File: src/rtl/arbiter_pkg.sv
// Shared constants and state encoding for the burst grant controller.
// The optional stall-timeout constant is consumed only when ARB_STALL_TIMEOUT_EN is defined.
package arbiter_pkg;

    localparam int WIDTH   = 4;
    localparam int LEN_W   = 4;
    localparam int TIMEOUT = 8;
    localparam int IDX_W   = $clog2(WIDTH);

    typedef enum logic {
        IDLE,
        GRANT
    } burst_state_t;

endpackage

File: src/rtl/burst_grant_ctrl_if.sv
// Arbiter-side request/grant signals and resource-side beat handshake of the burst controller.
// The controller uses the slave modport; whatever drives requests and accepts beats uses master.
interface burst_grant_ctrl_if;

    logic [arbiter_pkg::WIDTH-1:0]                    req_i;
    logic [arbiter_pkg::WIDTH-1:0]                    gnt_comb_i;
    logic [arbiter_pkg::WIDTH*arbiter_pkg::LEN_W-1:0] len_i;
    logic                                             beat_ready_i;
    logic [arbiter_pkg::WIDTH-1:0]                    gnt_o;
    logic [arbiter_pkg::IDX_W-1:0]                    id_o;
    logic                                             beat_valid_o;
    logic                                             last_o;
    logic                                             busy_o;
    logic                                             abort_o;

    modport slave (
        input  req_i, gnt_comb_i, len_i, beat_ready_i,
        output gnt_o, id_o, beat_valid_o, last_o, busy_o, abort_o
    );

    modport master (
        output req_i, gnt_comb_i, len_i, beat_ready_i,
        input  gnt_o, id_o, beat_valid_o, last_o, busy_o, abort_o
    );

endinterface

File: src/rtl/onehot_to_idx.sv
// One-hot to binary encoder; if more than one bit is set, the lowest set bit wins.
module onehot_to_idx #(
    parameter int N = 4
) (
    input  logic [N-1:0]         onehot,
    output logic [$clog2(N)-1:0] idx
);

    // Scanning from the top down lets the lowest set bit overwrite any higher one.
    always_comb begin
        idx = '0;
        for (int i = N - 1; i >= 0; i--) begin
            if (onehot[i]) begin
                idx = ($clog2(N))'(i);
            end
        end
    end

endmodule

File: src/rtl/burst_grant_ctrl.sv
// Locks the arbiter's grant for a per-requester burst and offers beats to the shared resource.
// Define ARB_STALL_TIMEOUT_EN to abort bursts that stall for TIMEOUT consecutive cycles.
module burst_grant_ctrl
    import arbiter_pkg::*;
(
    input  logic               clk_i,
    input  logic               rst_ni,
    burst_grant_ctrl_if.slave  bus
);

    burst_state_t       state_q;
    logic [LEN_W-1:0]   cnt_q;
    logic [WIDTH-1:0]   gnt_q;
    logic [IDX_W-1:0]   id_q;
    logic               valid_q;
    logic               last_q;
    logic               busy_q;
    logic               abort_q;

    logic [WIDTH-1:0]   gnt_low;
    logic [IDX_W-1:0]   enc_idx;
    logic [LEN_W-1:0]   len_sel;
    logic               completing;
    logic               holder_drop;
    logic               timeout_hit;

    // An illegal multi-hot arbiter result is reduced to its lowest bit so gnt_o stays one-hot.
    assign gnt_low = bus.gnt_comb_i & (~bus.gnt_comb_i + WIDTH'(1));

    onehot_to_idx #(
        .N (WIDTH)
    ) u_enc (
        .onehot (bus.gnt_comb_i),
        .idx    (enc_idx)
    );

    assign len_sel     = bus.len_i[int'(enc_idx) * LEN_W +: LEN_W];
    assign completing  = bus.beat_ready_i && (cnt_q == '0);
    assign holder_drop = !bus.req_i[id_q];

`ifdef ARB_STALL_TIMEOUT_EN
    localparam int STALL_W = $clog2(TIMEOUT + 1);

    logic [STALL_W-1:0] stall_q;

    assign timeout_hit = (state_q == GRANT) && !bus.beat_ready_i
                         && (stall_q == STALL_W'(TIMEOUT - 1));

    // Held at zero while idle, so every new burst starts with a fresh stall budget.
    always_ff @(posedge clk_i) begin
        if (!rst_ni) begin
            stall_q <= '0;
        end else if (state_q != GRANT || bus.beat_ready_i) begin
            stall_q <= '0;
        end else if (stall_q != STALL_W'(TIMEOUT)) begin
            stall_q <= stall_q + STALL_W'(1);
        end
    end
`else
    assign timeout_hit = 1'b0;
`endif

    always_ff @(posedge clk_i) begin
        if (!rst_ni) begin
            state_q <= IDLE;
            cnt_q   <= '0;
            gnt_q   <= '0;
            id_q    <= '0;
            valid_q <= 1'b0;
            last_q  <= 1'b0;
            busy_q  <= 1'b0;
            abort_q <= 1'b0;
        end else begin
            abort_q <= 1'b0;
            case (state_q)
                IDLE: begin
                    if (bus.gnt_comb_i != '0) begin
                        state_q <= GRANT;
                        gnt_q   <= gnt_low;
                        id_q    <= enc_idx;
                        cnt_q   <= len_sel;
                        valid_q <= 1'b1;
                        busy_q  <= 1'b1;
                        last_q  <= (len_sel == '0);
                    end
                end
                GRANT: begin
                    // Completion outranks a drop or timeout landing on the same edge.
                    if (completing || holder_drop || timeout_hit) begin
                        state_q <= IDLE;
                        cnt_q   <= '0;
                        gnt_q   <= '0;
                        id_q    <= '0;
                        valid_q <= 1'b0;
                        busy_q  <= 1'b0;
                        last_q  <= 1'b0;
                        abort_q <= !completing;
                    end else if (bus.beat_ready_i) begin
                        cnt_q  <= cnt_q - LEN_W'(1);
                        last_q <= (cnt_q == LEN_W'(1));
                    end
                end
                default: begin
                    state_q <= IDLE;
                end
            endcase
        end
    end

    assign bus.gnt_o        = gnt_q;
    assign bus.id_o         = id_q;
    assign bus.beat_valid_o = valid_q;
    assign bus.last_o       = last_q;
    assign bus.busy_o       = busy_q;
    assign bus.abort_o      = abort_q;

endmodule

File: src/flat_wrapper.sv
// flat-port wrapper written by rule: the top's interface ports become plain ports
module burst_grant_ctrl_flat import arbiter_pkg::*;
  (clk_i, rst_ni, bus_req_i, bus_gnt_comb_i, bus_len_i, bus_beat_ready_i, bus_gnt_o, bus_id_o, bus_beat_valid_o, bus_last_o, bus_busy_o, bus_abort_o);
  burst_grant_ctrl_if bus_i ();
  input  logic clk_i;
  input  logic rst_ni;
  input wire logic [$bits(bus_i.req_i)-1:0] bus_req_i;
  input wire logic [$bits(bus_i.gnt_comb_i)-1:0] bus_gnt_comb_i;
  input wire logic [$bits(bus_i.len_i)-1:0] bus_len_i;
  input wire logic [$bits(bus_i.beat_ready_i)-1:0] bus_beat_ready_i;
  output wire logic [$bits(bus_i.gnt_o)-1:0] bus_gnt_o;
  output wire logic [$bits(bus_i.id_o)-1:0] bus_id_o;
  output wire logic [$bits(bus_i.beat_valid_o)-1:0] bus_beat_valid_o;
  output wire logic [$bits(bus_i.last_o)-1:0] bus_last_o;
  output wire logic [$bits(bus_i.busy_o)-1:0] bus_busy_o;
  output wire logic [$bits(bus_i.abort_o)-1:0] bus_abort_o;
  assign bus_i.req_i = bus_req_i;
  assign bus_i.gnt_comb_i = bus_gnt_comb_i;
  assign bus_i.len_i = bus_len_i;
  assign bus_i.beat_ready_i = bus_beat_ready_i;
  assign bus_gnt_o = bus_i.gnt_o;
  assign bus_id_o = bus_i.id_o;
  assign bus_beat_valid_o = bus_i.beat_valid_o;
  assign bus_last_o = bus_i.last_o;
  assign bus_busy_o = bus_i.busy_o;
  assign bus_abort_o = bus_i.abort_o;
  burst_grant_ctrl u_core (.clk_i(clk_i), .rst_ni(rst_ni), .bus(bus_i));
endmodule
File: config.mk
export PLATFORM = sky130hd
export DESIGN_NAME = burst_grant_ctrl_flat
export DESIGN_NICKNAME = d
export VERILOG_FILES = /design/src/rtl/arbiter_pkg.sv /design/src/rtl/burst_grant_ctrl_if.sv /design/src/rtl/onehot_to_idx.sv /design/src/rtl/burst_grant_ctrl.sv /design/src/flat_wrapper.sv
export SDC_FILE = /design/constraint.sdc
export NUM_CORES = 1
export LEC_CHECK = 0
export CAP_MARGIN = 20
export CORE_AREA = 2 2 49 51
export DETAILED_ROUTE_END_ITERATION = 6
export DIE_AREA = 0 0 51 53
export HOLD_SLACK_MARGIN = 0.12
export MAX_ROUTING_LAYER = met4
export PLACE_DENSITY = 0.74
export SLEW_MARGIN = 10
export SYNTH_ARGS = -nofsm -noshare
export SYNTH_HDL_FRONTEND = slang
export SYNTH_HIERARCHICAL = 1
export SYNTH_SLANG_ARGS = --single-unit
File: constraint.sdc
create_clock -name clk_i -period 3.4 [get_ports clk_i]
set_input_delay 0.51 -clock clk_i [delete_from_list [all_inputs] [get_ports clk_i]]
set_output_delay 0.51 -clock clk_i [all_outputs]
set_load 0.05 [all_outputs]
Yosys cells after proc, flatten, opt, wreduce, memory -nomap -nowiden
Cells that the tools add are included.

storage, ports and cells
  bits of input ports = 27
  latch bits = 0
  register bits after elaboration = 14
  word-level logic and storage cells = 54
  memories = 0
  memory bits (read-only) = 0
  RAM bits = 0

operators by class
  shift operators = 1
  div/mod/pow operators = 0
  multiplexer cells = 26
  eq/ne operators = 4
  reductions and logical operators = 10
  magnitude comparators = 1
  bitwise gates (word level) = 3
  add/subtract/negate cells = 2
  multipliers = 0

operator list
  operator                                                                 number
  4-bit 2-to-1 mux                                                         5
  4-bit case mux with 2 select lines                                       2
  16-bit by 5-bit variable part select with 4-bit output                   1
  2-bit 2-to-1 mux                                                         6
  4-bit zero test                                                          2
  1-bit 2-to-1 mux                                                         8
  1-bit case mux with 2 select lines                                       3
  4-bit by 1-bit adder with 4-bit output, second input constant            1
  4-bit bitwise AND                                                        1
  4-bit by 1-bit == test with 1-bit output, second input constant          1
  4-bit inverter                                                           1
  2-bit case mux with 2 select lines                                       1
  2-bit AND reduction                                                      2
  4-bit nonzero test                                                       1
  4-bit by 1-bit subtractor with 4-bit output, second input constant       1
  2-bit by 3-bit < comparator with 1-bit output, second input constant     1
  3-bit inequality test, second input constant                             1
  3-bit AND reduction                                                      1
  1-bit binary-select mux with 2-bit select                                1
  1-bit zero test                                                          2
  2-bit by 1-bit inequality test with 1-bit output, second input constant  1
  2-bit inequality test, second input constant                             1
  1-bit logical AND                                                        1
  1-bit logical OR                                                         1
  1-bit inverter                                                           1

Longest topological paths before layout
Gate-level depths: netlist (run 1).

  word-level depth = 8
  mapped depth = 7
  depth with buffers taken out = 6

Modules after synthesis
Netlist (run 1), hierarchy kept.

by module, submodules not included
  module            cells each  sequential area each (um2)  area each (um2)  instances
  burst_grant_ctrl  90          280.3                       844.6            1
  onehot_to_idx     5           0.0                         27.5             1

Worst setup path after synthesis (run 1)
Ideal clock, no wire load.

  kind = in2reg
  from = input bus_gnt_comb_i[2]
  to = register u_core.last_q, in the netlist u_core/bus.last_o
  setup time = 74 ps
  arrival = 2049 ps
  data required time = 3326 ps
  path slack = 1277 ps
  stages = 7
  cells stage by stage = nand2b_1 a21oi_2 clkbuf_1 mux4_2 nor4_1 nand2_1 a31oi_1

between the ends
  longest elaborated chain between the ends = 7
  elaborated cells between the ends (all ways) = 10
  classes of those cells = eq/ne: 1; shift: 1; mux: 5; reduce/logical: 3

ends and longest elaborated chain
  element                                                 RTL line                 RTL
  start, declared                                         flat_wrapper.sv:8        input wire logic [$bits(bus_i.gnt_comb_i)-1:0] bus_gnt_comb_i;
  2-bit 2-to-1 mux (3 in a row)                           onehot_to_idx.sv:13      if (onehot[i]) begin
  via u_core.enc_idx[0]                                   burst_grant_ctrl.sv:21   logic [IDX_W-1:0] enc_idx;
  16-bit by 5-bit variable part select with 4-bit output  burst_grant_ctrl.sv:37   assign len_sel = bus.len_i[int'(enc_idx) * LEN_W +: LEN_W];
  4-bit zero test                                         burst_grant_ctrl.sv:84   last_q <= (len_sel == '0);
  1-bit 2-to-1 mux                                        burst_grant_ctrl.sv:77   if (bus.gnt_comb_i != '0) begin
  1-bit case mux with 2 select lines                      burst_grant_ctrl.sv:75   case (state_q)
  end signal, assigned                                    burst_grant_ctrl.sv:84
  end signal, assigned                                    burst_grant_ctrl.sv:100  last_q <= (cnt_q == LEN_W'(1));
  end, declared                                           burst_grant_ctrl.sv:16   logic last_q;

The timed path passes the listed nets, and every way through them passes these cells. The select of a mux whose other input is x is not followed.
A chain may end at the register's enable or synchronous reset.

Worst setup path after layout (run 1)
Same ends and word-level chain as after synthesis.

==> flow_summary.json, run 1 <==
{
  "grt_pass1_vias": 814,
  "critPathBufInv": 1,
  "drv_slew": 0,
  "synth_area_um2": 872,
  "dieArea_um2": 2700,
  "yosys.cell_types.count": 34,
  "ys_ff_latch": 14,
  "final_area_um2": 1290,
  "cp_max_fo": 5,
  "synth_adder_area_share": 0.0430,
  "tightest_slew_ns": 0.682,
  "antenna_found_initial": 0,
  "dr.first_iter.drc_count": 13,
  "end_kind": "flop",
  "via_per_inst": 5.31,
  "r2r_start": "u_core/bus.id_o[0]",
  "grt_setup_unrepaired": "no",
  "clock-sinks": 14,
  "cts_buffers": 3,
  "power_switching_mw": 0.157,
  "hold_start": "u_core/cnt_q[1]",
  "p_int_mw": 0.324,
  "max_stage_delay_ns": 0.54,
  "die_h_um": 53,
  "die_w_um": 51,
  "whs_path_depth": 2,
  "reg2reg_depth": 4,
  "clock_latency_ns": 0.28,
  "setup_slack_ns": 1.01,
  "synth_compound_area_frac": 0.199,
  "portBuffers": 36,
  "syn_to_final_growth_pct": 47.8,
  "syn_nets": 125,
  "crit_chain": "clkdlybuf4s50_1, nor2_1, nor3_1, mux4_2, nor4_1, nand2_1, a31oi_1",
  "grtUsageTotal": 0.182,
  "layout.nets": 163,
  "cts_resized": 0,
  "synthCells": 95,
  "hold_viol": 0,
  "setup_tns_ns": 0,
  "cp-start-kind": "input port",
  "cts_setup_buffers": 0,
  "power.leakage_nw": 0.471,
  "clk_pin_slew_ns": 0.09,
  "synth_top_family_by_area": "simple AND/OR/NAND/NOR gates",
  "holdPathEnd": "u_core/cnt_q[1]",
  "ys_warn_count": 6,
  "setup_viol_count_final": 0,
  "seq_area_frac_synth": 0.321,
  "synth-simple-area-share": 0.248,
  "fin_crit_ns": 2.39,
  "drt-total-wl_um": 2160,
  "ir_drop_uv": 195,
  "placed_area_um2": 1250,
  "cts_tree": "done",
  "clockPowerShare": 0.255,
  "rows": 17,
  "dr.pass1.iters": 4,
  "clockRootBuffer": "clkbuf_4",
  "synth_xor_area_frac": 0,
  "fin_cells": 160,
  "grt_max_degree": 15,
  "pre_cts_ws_ns": 0.737,
  "drive_above_1_share": 0.114,
  "total_power_mw": 0.481,
  "p_comb_frac": 0.347,
  "critPathArrivalTime_ns": 2.60,
  "wl_per_cell_um": 13.5,
  "drv_cap": 0,
  "synth_area_per_cell_um2": 9.18,
  "power_switching_share": 0.327,
  "fmax_mhz": 419,
  "coreArea_um2": 2150,
  "seq_power_share": 0.398,
  "ant_nets": 0,
  "dp.cells": 156,
  "grt_pass1_wl_um": 3510,
  "start_util": 0.406,
  "slew_headroom": 0.542,
  "place_congestion": 0.806,
  "p_per_area_nw_per_um2": 373,
  "r2r_slack_ns": 1.52,
  "pin_count": 37,
  "skew_ns": 0.00243,
  "n_antenna_cell": 0,
  "status": "finished clean",
  "gr-total-overflow": 0,
  "cts_htree_levels": 1,
  "fin_crit_sh": 0.702,
  "cp.required_ns": 3.61,
  "crit_type": "in -> reg",
  "clockBufferDepth": 2,
  "hpwl_um": 1720,
  "vias": 850,
  "synth_mux_area_frac": 0.141,
  "min_path_type": "reg -> reg",
  "drc": 0,
  "r2r_end": "u_core/cnt_q[2]",
  "postCtsHoldBufs": 0,
  "cp_top_family": "simple AND/OR/NAND/NOR gates",
  "crit_path_top_delay_cell": "clkdlybuf4s50_1"
}
## layer usage
| metal | vias up | share of wire | global-route usage |
|---|---|---|---|
| met5 | - | 0 | - |
| met4 | 0 | 0.012 | 0.113 |
| met3 | 2 | 0.079 | 0.0254 |
| met2 | 38 | 0.48 | 0.299 |
| met1 | 387 | 0.43 | 0.212 |
| li1 | 423 | - | - |
## logic make-up after synthesis
logic type,Yosys count
fa+ha+maj,3
buf+inv,9
compound gates,25
mux,6
flops,14
simple gates,38
## layout by cell type, fill, tap and decap left out, types with 2 or more instances in the layout
cell,count
ha_1,3
a32oi_1,2
o2bb2ai_1,2
nor4_1,2
clkdlybuf4s50_1,36
nand2b_1,2
clkbuf_4,3
a21oi_1,3
mux4_2,5
dfxtp_1,14
nand2_1,5
a31oi_1,2
o21ai_0,8
nor3_1,4
nor2_1,10
nor2b_1,4
inv_1,4
and2_1,5
## worst register-to-register path: cells and delay by family, from the launching register on
kind,cells,cell delay [ns]
flip-flops,1,0.38
AO/OA/AOI/OAI,3,0.78
multiplexers,1,0.62
## through the flow
step	utilization	hold slack (ns)
6_report	0.600	0.501
5_1_grt	0.600	0.531
4_1_cts	0.600	0.500
3_5_place_dp	0.583	0.488
3_3_place_gp	0.583	0.482
2_1_floorplan	-	0.459
## registers in the layout, summed over array words and instances (netlist names)
signal and count:
u_core/bus.last_o 1, u_core/bus.id_o 2, u_core/cnt_q 4, u_core/bus.abort_o 1, u_core/state_q 1, u_core/bus.gnt_o 4
u_core/bus.busy_o 1
## cell usage after synthesis
cell type | n | area, um2
or4b_1 | 1 | 10.0
nor3_1 | 4 | 20.0
nand2b_1 | 2 | 12.5
a21oi_1 | 3 | 15.0
a21oi_2 | 1 | 8.76
nand4bb_1 | 1 | 11.3
o21a_1 | 1 | 7.51
ha_1 | 3 | 37.5
a31oi_1 | 2 | 12.5
nor2b_1 | 4 | 25.0
buf_4 | 2 | 15.0
o21ai_0 | 8 | 40.0
a21o_2 | 1 | 8.76
nand3_1 | 1 | 5.00
dfxtp_1 | 14 | 280
and3b_1 | 1 | 8.76
a32oi_1 | 2 | 17.5
o22ai_1 | 1 | 6.26
and2_1 | 5 | 31.3
nor4_1 | 2 | 12.5
clkinv_1 | 1 | 3.75
or2_2 | 1 | 6.26
mux4_2 | 5 | 113
nor2_1 | 10 | 37.5
clkbuf_1 | 2 | 7.51
o2bb2ai_1 | 2 | 17.5
nand3_4 | 1 | 17.5
o32a_1 | 1 | 10.0
mux2i_1 | 1 | 10.0
inv_1 | 4 | 15.0
a32o_1 | 1 | 10.0
a22oi_2 | 1 | 12.5
nand2_1 | 5 | 18.8
a21boi_0 | 1 | 7.51
## power groups by stage
stage	sequential, mW	clock [mW]	combinational (mW)
finish	0.191	0.123	0.167
global route	0.195	0.135	0.180
CTS	0.191	0.126	0.167
detailed placement	0.195	0	0.167
global placement	0.195	0	0.164
floorplan	0.212	0	0.0877
## how the worst max path moves through the flow
stage	startpoint	end	slack [ns]	depth (start not counted)
floorplan	bus_gnt_comb_i[2]	u_core/bus.last_o	1.28	7
global placement	bus_gnt_comb_i[2]	u_core/bus.last_o	0.77	7
detailed placement	bus_gnt_comb_i[2]	u_core/bus.last_o	0.74	7
CTS	bus_gnt_comb_i[2]	u_core/bus.last_o	1.02	7
global route	bus_gnt_comb_i[2]	u_core/bus.last_o	0.89	7
finish	bus_gnt_comb_i[2]	u_core/bus.last_o	1.01	7
## area by class of cell
| cell class | count | area, um2 |
|---|---|---|
| repair buffers | 37 | 368 |
| clock buffers | 4 | 36.3 |
| well taps | 28 | 35.0 |
| flip-flops and latches | 14 | 280 |
| multi-input cells | 72 | 551 |
| fillers | 182 | 860 |
| inverters | 5 | 18.8 |
(Power assumes the default switching activity.)
==> run 2, diff against run 1 <==
--- a/config.mk
+++ b/config.mk
@@ -6,12 +6,12 @@
 export NUM_CORES = 1
 export LEC_CHECK = 0
 export CAP_MARGIN = 20
-export CORE_AREA = 2 2 49 51
+export CORE_AREA = 2 2 52 54
 export DETAILED_ROUTE_END_ITERATION = 6
-export DIE_AREA = 0 0 51 53
+export DIE_AREA = 0 0 54 56
 export HOLD_SLACK_MARGIN = 0.12
 export MAX_ROUTING_LAYER = met4
-export PLACE_DENSITY = 0.74
+export PLACE_DENSITY = 0.69
 export SLEW_MARGIN = 10
 export SYNTH_ARGS = -nofsm -noshare
 export SYNTH_HDL_FRONTEND = slang
==> constraint.sdc (replaced) <==
create_clock -name clk_i -period 1.98 [get_ports clk_i]
set_input_delay 0.297 -clock clk_i [delete_from_list [all_inputs] [get_ports clk_i]]
set_output_delay 0.297 -clock clk_i [all_outputs]
set_load 0.05 [all_outputs]
==> run 2 against run 1 <==
Against the previous run: clock skew grew 0.0025 ns; global-route usage down 2.1 points; count of clock-buffer cells in the layout did not move; cell area is 8.1% higher; utilization is 2.7 points lower; register-to-register slack got worse by 1.3 ns; final cell count is 7.5% higher; largest power group unchanged; critical path depth stayed put; critical path type unchanged; combinational power is 86% higher; non-clock buffer count is 10 higher; critical endpoint unchanged.
==> flow_summary.json, run 2 (synthesis gave the netlist of run 1 again) <==
{
  "cp.required_ns": 2.20,
  "vias": 887,
  "layout_commonest_cell": "clkdlybuf4s50_1",
  "cts_tree": "done",
  "crit_start": "bus_gnt_comb_i[0]",
  "drv_cap": 0,
  "skew_ns": 0.00494,
  "holdWs_ns": 0.436,
  "dr_wl_met2_um": 1080,
  "final_cell_mix": "clkdlybuf4s50_1 (33), dfxtp_1 (13), nor2_1 (10), buf_4 (10), o21ai_0 (8)",
  "grt_pass1_wl_um": 3670,
  "coreArea_um2": 2430,
  "total_power_mw": 0.854,
  "portBuffers": 36,
  "clock_latency_ns": 0.29,
  "hold_start": "bus_gnt_comb_i[1]",
  "grt_pass1_vias": 883,
  "crit_type": "in -> reg",
  "tightest_slew_ns": 0.500,
  "p_per_area_nw_per_um2": 614,
  "status": "finished clean",
  "r2r_end": "u_core/bus.last_o",
  "critPathArrivalTime_ns": 2.09,
  "fmax_mhz": 536,
  "reg2reg_depth": 6,
  "ir_drop_uv": 361,
  "hpwl_um": 1750,
  "setup_viol_count_final": 0,
  "start_util": 0.359,
  "postCtsHoldBufs": 0,
  "n_antenna_cell": 0,
  "ant_nets": 0,
  "syn_to_final_growth_pct": 59.7,
  "die_h_um": 56,
  "fin_crit_ns": 1.87,
  "r2r_start": "u_core/cnt_q[0]",
  "cp_max_fo": 5,
  "fin_crit_sh": 0.942,
  "wl_met3_um": 122,
  "finish.utilization": 0.573,
  "clockRootBuffer": "clkbuf_4",
  "rows": 18,
  "nFillCells": 222,
  "via_per_inst": 5.16,
  "pin_count": 37,
  "cp-start-kind": "input port",
  "dieArea_um2": 3020,
  "drv_slew": 0,
  "wl_met1_um": 1020,
  "gr-total-overflow": 0,
  "grtUsageTotal": 0.162,
  "whs_path_depth": 4,
  "cts_setup_buffers": 0,
  "min_path_type": "in -> reg",
  "antenna_found_initial": 0,
  "die_w_um": 54,
  "clockBufferDepth": 2,
  "wl_per_cell_um": 13.1,
  "hold_viol": 0,
  "grt_setup_unrepaired": "no",
  "slew_headroom": 0.666,
  "dr.first_iter.drc_count": 8,
  "clk_pin_slew_ns": 0.09,
  "place_congestion": 0.775,
  "drt-total-wl_um": 2250,
  "power.leakage_nw": 0.554,
  "cts_buffers": 3,
  "layout.nets": 173,
  "r2r_slack_ns": 0.20,
  "route.top_layer_used": "met4",
  "grt_max_degree": 15,
  "drive_above_1_share": 0.197,
  "holdPathEnd": "u_core/bus.gnt_o[1]",
  "drc": 0,
  "end_kind": "flop",
  "clock-sinks": 14,
  "cts_htree_levels": 1,
  "dr.pass1.iters": 4
}
==> run 2: cell count changes in the layout (fill, tap and decap cells not counted), sizes merged <==
cell,change
dlymetal6s2s,+3
clkdlybuf4s50,-3
buf,+10
==> run 2: what timing repair did <==
| action | CTS | global route |
|---|---|---|
| pin swaps | 0 | 4 |
| gates resized for setup | 1 | 5 |
| setup endpoints to repair | 1 | 4 |
==> run 2: critical path, cell delays in order <==
cell	delay (ns)
clkdlybuf4s50_1	0.45
a21oi_2	0.14
buf_6	0.14
mux4_2	0.53
nor4_2	0.29
nand2_1	0.08
a31oi_1	0.15
==> run 2: worst max-delay path by stage <==
stage / endpoint / slack, ns / cells after the start
global route: u_core/bus.last_o / 0.02 / 7
floorplan: u_core/bus.last_o / 0.07 / 7
global placement: u_core/bus.last_o / -0.28 / 8
detailed placement: u_core/bus.last_o / -0.32 / 8
CTS: u_core/bus.last_o / 0.003 / 8
finish: u_core/bus.last_o / 0.11 / 7
==> run 2: metal layers <==
layer / global-route usage / vias to the layer above
met5: - / -
met4: 0.0643 / 0
met3: 0.0161 / 2
met2: 0.251 / 31
met1: 0.211 / 408
li1: - / 446
==> run 2: per-stage QoR <==
step / setup slack [ns] / setup TNS, ns / cells / cell area, um2
CTS: 0.00270 / 0 / 172 / 1370
global route: 0.0216 / 0 / 172 / 1390
detailed placement: -0.321 / -1.08 / 168 / 1330
global placement: -0.278 / -0.995 / 168 / 1330
floorplan: 0.0701 / 0 / 95 / 873
finish: 0.115 / 0 / 172 / 1390
==> run 2: area by class of cell <==
class	count	area, um2	share of cell area
multi-input combinational	72	564	0.405
timing repair buffer	47	454	0.326
sequential	14	282	0.202
tap	30	37.5	0.0270
clock buffer	4	36.3	0.0261
inverter	5	18.8	0.0135
==> run 2: power breakdown <==
group / switching (mW) / internal (mW)
registers: 0.0243 / 0.306
clock network: 0.103 / 0.112
logic: 0.151 / 0.159
